File: config.mk
export PLATFORM = sky130hd
export DESIGN_NAME = imm_ext_pipe
export DESIGN_NICKNAME = d
export VERILOG_FILES = /design/src/rtl/imm_ext_pipe.sv
export SDC_FILE = /design/constraint.sdc
export NUM_CORES = 1
export LEC_CHECK = 0
export ABC_AREA = 1
export CAP_MARGIN = 0
export CORE_MARGIN = 5
export CORE_UTILIZATION = 26
export CTS_CLUSTER_DIAMETER = 200
export DETAILED_ROUTE_END_ITERATION = 10
export PLACE_DENSITY = 0.49
export SYNTH_ARGS = -nofsm -noshare
export SYNTH_HDL_FRONTEND = slang
export SYNTH_SLANG_ARGS = --single-unit
File: constraint.sdc
create_clock -name clk -period 4.9 [get_ports clk]
set_input_delay 0.98 -clock clk [delete_from_list [all_inputs] [get_ports clk]]
set_output_delay 0.98 -clock clk [all_outputs]
set_load 0.005 [all_outputs]
File: src/rtl/imm_ext_pipe.sv
// Immediate-field extractor/extender for decode, followed by a 2-entry
// valid/ready skid buffer with flush. Head entry drives the outputs directly.
module imm_ext_pipe #(
  parameter int unsigned DATA_W     = 64,
  parameter int unsigned INSTR_W    = 32,
  parameter int unsigned TAG_W      = 5,
  parameter int unsigned WORD_SHIFT = 1
) (
  input  logic               clk,
  input  logic               reset,
  input  logic               flush,
  input  logic               in_valid,
  output logic               in_ready,
  input  logic [INSTR_W-1:0] in_instr,
  input  logic [2:0]         in_mode,
  input  logic [TAG_W-1:0]   in_tag,
  output logic               out_valid,
  input  logic               out_ready,
  output logic [DATA_W-1:0]  out_imm,
  output logic [TAG_W-1:0]   out_tag,
  output logic               out_err
);

  localparam int unsigned CNT_W = 2;

  typedef struct packed {
    logic [DATA_W-1:0] imm;
    logic [TAG_W-1:0]  tag;
    logic              err;
  } entry_t;

  entry_t             head_q, head_d;
  entry_t             tail_q, tail_d;
  entry_t             new_entry;
  logic [CNT_W-1:0]   count_q, count_d;
  logic               push, pop;
  logic [DATA_W-1:0]  cb_sext, b_sext;
  logic               unused_instr_hi;

  // Instruction bits above the widest field are never consulted.
  assign unused_instr_hi = ^in_instr[INSTR_W-1:26];

  // Sign-extended branch offsets before the optional byte-offset shift.
  assign cb_sext = {{(DATA_W-19){in_instr[23]}}, in_instr[23:5]};
  assign b_sext  = {{(DATA_W-26){in_instr[25]}}, in_instr[25:0]};

  // Field select and extension for the entry being offered this cycle.
  always_comb begin
    new_entry     = '0;
    new_entry.tag = in_tag;
    case (in_mode)
      3'd0: new_entry.imm = DATA_W'(in_instr[21:10]);
      3'd1: new_entry.imm = {{(DATA_W-9){in_instr[20]}}, in_instr[20:12]};
      3'd2: new_entry.imm = (WORD_SHIFT != 0) ? (cb_sext << 2) : cb_sext;
      3'd3: new_entry.imm = (WORD_SHIFT != 0) ? (b_sext << 2) : b_sext;
      3'd4: new_entry.imm = DATA_W'(in_instr[20:5]) << {in_instr[22:21], 4'b0000};
      3'd5: new_entry.imm = DATA_W'(in_instr[15:10]);
      default: new_entry.err = 1'b1;
    endcase
  end

  // Handshake status depends only on occupancy.
  assign in_ready  = (count_q < CNT_W'(2));
  assign out_valid = (count_q != '0);
  assign out_imm   = head_q.imm;
  assign out_tag   = head_q.tag;
  assign out_err   = head_q.err;

  assign push = in_valid & in_ready;
  assign pop  = out_valid & out_ready;

  // Next buffer state; empty slots are kept zeroed so idle outputs read 0.
  always_comb begin
    head_d  = head_q;
    tail_d  = tail_q;
    count_d = count_q;
    if (flush) begin
      head_d  = '0;
      tail_d  = '0;
      count_d = '0;
    end else begin
      case ({push, pop})
        2'b11: begin
          // Only reachable at count 1: new entry replaces the departing head.
          head_d = new_entry;
        end
        2'b10: begin
          if (count_q == '0) begin
            head_d  = new_entry;
            count_d = CNT_W'(1);
          end else begin
            tail_d  = new_entry;
            count_d = CNT_W'(2);
          end
        end
        2'b01: begin
          head_d  = tail_q;
          tail_d  = '0;
          count_d = count_q - CNT_W'(1);
        end
        default: ;
      endcase
    end
  end

  // Buffer registers with synchronous active-low reset.
  always_ff @(posedge clk) begin
    if (!reset) begin
      head_q  <= '0;
      tail_q  <= '0;
      count_q <= '0;
    end else begin
      head_q  <= head_d;
      tail_q  <= tail_d;
      count_q <= count_d;
    end
  end

endmodule
==> run summary <==
Layout Cells excl Fill = 1426
# Post-CTS Setup Buffers = 0
total congestion overflow = 0
area of the multi-input gates = 3660 sq um
final HPWL from detailed placement = 15600 um
global-route usage over all layers = 0.150
Filler Cells Inserted = 2909
Detail Route Antenna Nets = 0
wire per inst = 16.4 um
Reg area = 2840 sq um
Critical Path AT = 3450 ps
Resized cells post-CTS = 0
maximum clock path buffer count = 2
most frequent cells in the layout = a21oi_1, nand2_1, dfxtp_1, o21ai_0, clkdlybuf4s50_1
reg2reg start = count_q[1]$_SDFFE_PP0P_
Setup CP Type = input pin to register
hold slack = 461 ps
RSZ-0062 raised after global routing = no
vias after detailed routing = 6927
Iter 0 DRT Violations = 524
die width = 176 um
post-synthesis mux area share = 0
Post-route DRC = 0
cts hold-fix bufs = 0
vias in the first global route = 6520
Syn Std Cell Area = 7120 sq um
latest clock arrival within the worst-skew pair = 420 ps
# diodes = 0
largest net degree at the start of global routing = 137
largest family of logic cells by synthesized area = compound AO/OA/AOI/OAI gates
sequential area share after synthesis = 0.399
DP Worst Slack = 1300 ps
setup_tns = 0 ps
placed insts = 1394
worst reg-to-reg setup slack = 2410 ps
Hold Path Depth = 2
Critical Path End Type = register
Power Total = 0.00310 W
top_reg_cell synth = dfxtp_1
gpl congestion = 0.933
syn_nets = 1065
hold worst-path end = tail_q[0]$_SDFFE_PP0P_
LEAKAGE = 3.62 nW
XOR/XNOR share of the synthesized area = 0
Max FO, Critical Path = 37
adder and majority gate portion of the synthesized area = 0.00527
Slew @ Worst Pin = 863 ps
TritonRoute pass-1 iters = 5
Initial Util = 0.264
startpoint types = input pin
nets = 1120
library cells used by synthesis = 32
total core area = 27000 sq um
Final WS setup = 1740 ps
Synth Area in Simple Gates = 0.238
CTS sink cnt = 142
Cell Rows = 60
status = finished clean
Pins Over Slew Limit = 0
Area growth, synth to finish = 25.7%
hold crit path type = register to register
final wirelength = 23400 um
H-tree levels = 4
final-report hold violation count = 0
layout cell share with drive strength beyond 1 = 0.0968
PortBufs = 110
Max Cap Viol = 0
first-pass GRT wire length = 37200 um
reg2reg path depth = 10
FF+latch count, synth = 142
fmax = 317 MHz
initial antenna violation count = 2
TritonCTS buffer count = 17
die area = 30800 sq um
clk slew on worst S/H paths = 60 ps
yosys warns = 0
max_slew headroom = 0.424
Synth Area in Compound Gates = 0.267
Final Skew = 6.68 ps
pwr/cell area = 347 nW/um^2
clock root cell = clkbuf_16
async set-reset flop share out of synthesis = 0
commonest non-fill, non-tap cell in the layout = a21oi_1
cell count after synthesis = 1017
Syn Area/Cell = 7.00 sq um
reg2reg end = tail_q[55]$_SDFFE_PP0P_
Ports = 117
Post-synth EDFFs = 0
Max VDD drop = 0.164 mV
Hold Startpoint = tail_q[0]$_SDFFE_PP0P_
CTS tree = done
final setup vio count = 0
Via density = 4.86
Worst EP required = 5190 ps
minimum clock period = 3160 ps
Final Cycle Share = 0.645
Die Height = 176 um
registers in the layout, summed over array words and instances, names as in the netlist:
| name | cells |
|---|---|
| tail_q | 70 |
| out_tag | 5 |
| count_q | 2 |
| out_imm | 64 |
| out_err | 1 |
routing by layer:
layer	vias to the layer above	GRT usage	wire, um
met5	-	0	30
met4	4	0.0351	286
met3	22	0.0482	1350
met2	166	0.232	10500
met1	3173	0.204	11200
li1	3562	-	-
cell usage after synthesis (6+ instances only):
master | instances | area share
buf_4 | 6 | 0.0063
a21oi_2 | 20 | 0.025
nor2_1 | 81 | 0.043
a21oi_1 | 189 | 0.13
inv_1 | 49 | 0.026
clkbuf_1 | 51 | 0.027
nor3_1 | 13 | 0.0091
nand3_2 | 11 | 0.015
nand3_1 | 85 | 0.060
nand4_1 | 6 | 0.0053
nand2_2 | 12 | 0.011
o21ai_0 | 137 | 0.096
dfxtp_1 | 142 | 0.40
buf_6 | 7 | 0.011
nand2_1 | 153 | 0.081
buf_2 | 21 | 0.015
worst max path at each step:
stage | depth (start not counted) | end | from | slack (ps)
6_report | 8 | out_imm[11]$_SDFFE_PP0P_ | in_mode[0] | 1740
5_1_grt | 8 | tail_q[17]$_SDFFE_PP0P_ | in_mode[0] | 1530
4_1_cts | 8 | out_imm[11]$_SDFFE_PP0P_ | in_mode[0] | 1740
3_5_place_dp | 8 | tail_q[17]$_SDFFE_PP0P_ | in_mode[0] | 1300
3_3_place_gp | 8 | out_imm[11]$_SDFFE_PP0P_ | in_mode[0] | 1320
2_1_floorplan | 9 | tail_q[22]$_SDFFE_PP0P_ | out_ready | 2600
cells by family (layout without fill, tap and decap cells):
family / after synthesis / count (layout)
flops: 142 / 142
compound gates: 360 / 360
buf+inv: 142 / 210
simple gates: 370 / 370
fa+ha+maj: 3 / 3
worst max-delay path: stages:
cell and delay [ps]:
clkdlybuf4s50_1 840, nor2_4 140, nand2_4 290, clkinv_2 470, nand2_1 220, nand2_1 70, o21ai_0 310, a21oi_1 120
layout make-up:
type	count	area share
Clock buffer	19	0.0495
Clock inverter	13	0.0155
Inverter	56	0.0242
Multi-Input combinational cell	733	0.409
Sequential cell	142	0.317
Tap cell	341	0.0476
Timing Repair Buffer	122	0.137
through the flow:
stage	area, sq um	util
6_report	8950	0.332
5_1_grt	8950	0.332
4_1_cts	8950	0.332
3_5_place_dp	8370	0.311
3_3_place_gp	8370	0.311
2_1_floorplan	7120	-
report_power, final:
group | internal, W | total (W) | switching [W]
combinational | 0.000210 | 0.000567 | 0.000357
clock | 0.000764 | 0.00129 | 0.000522
sequential | 0.00122 | 0.00125 | 0.0000312
total | 0.00219 | 0.00310 | 0.000910
(Power assumes the default switching activity.)
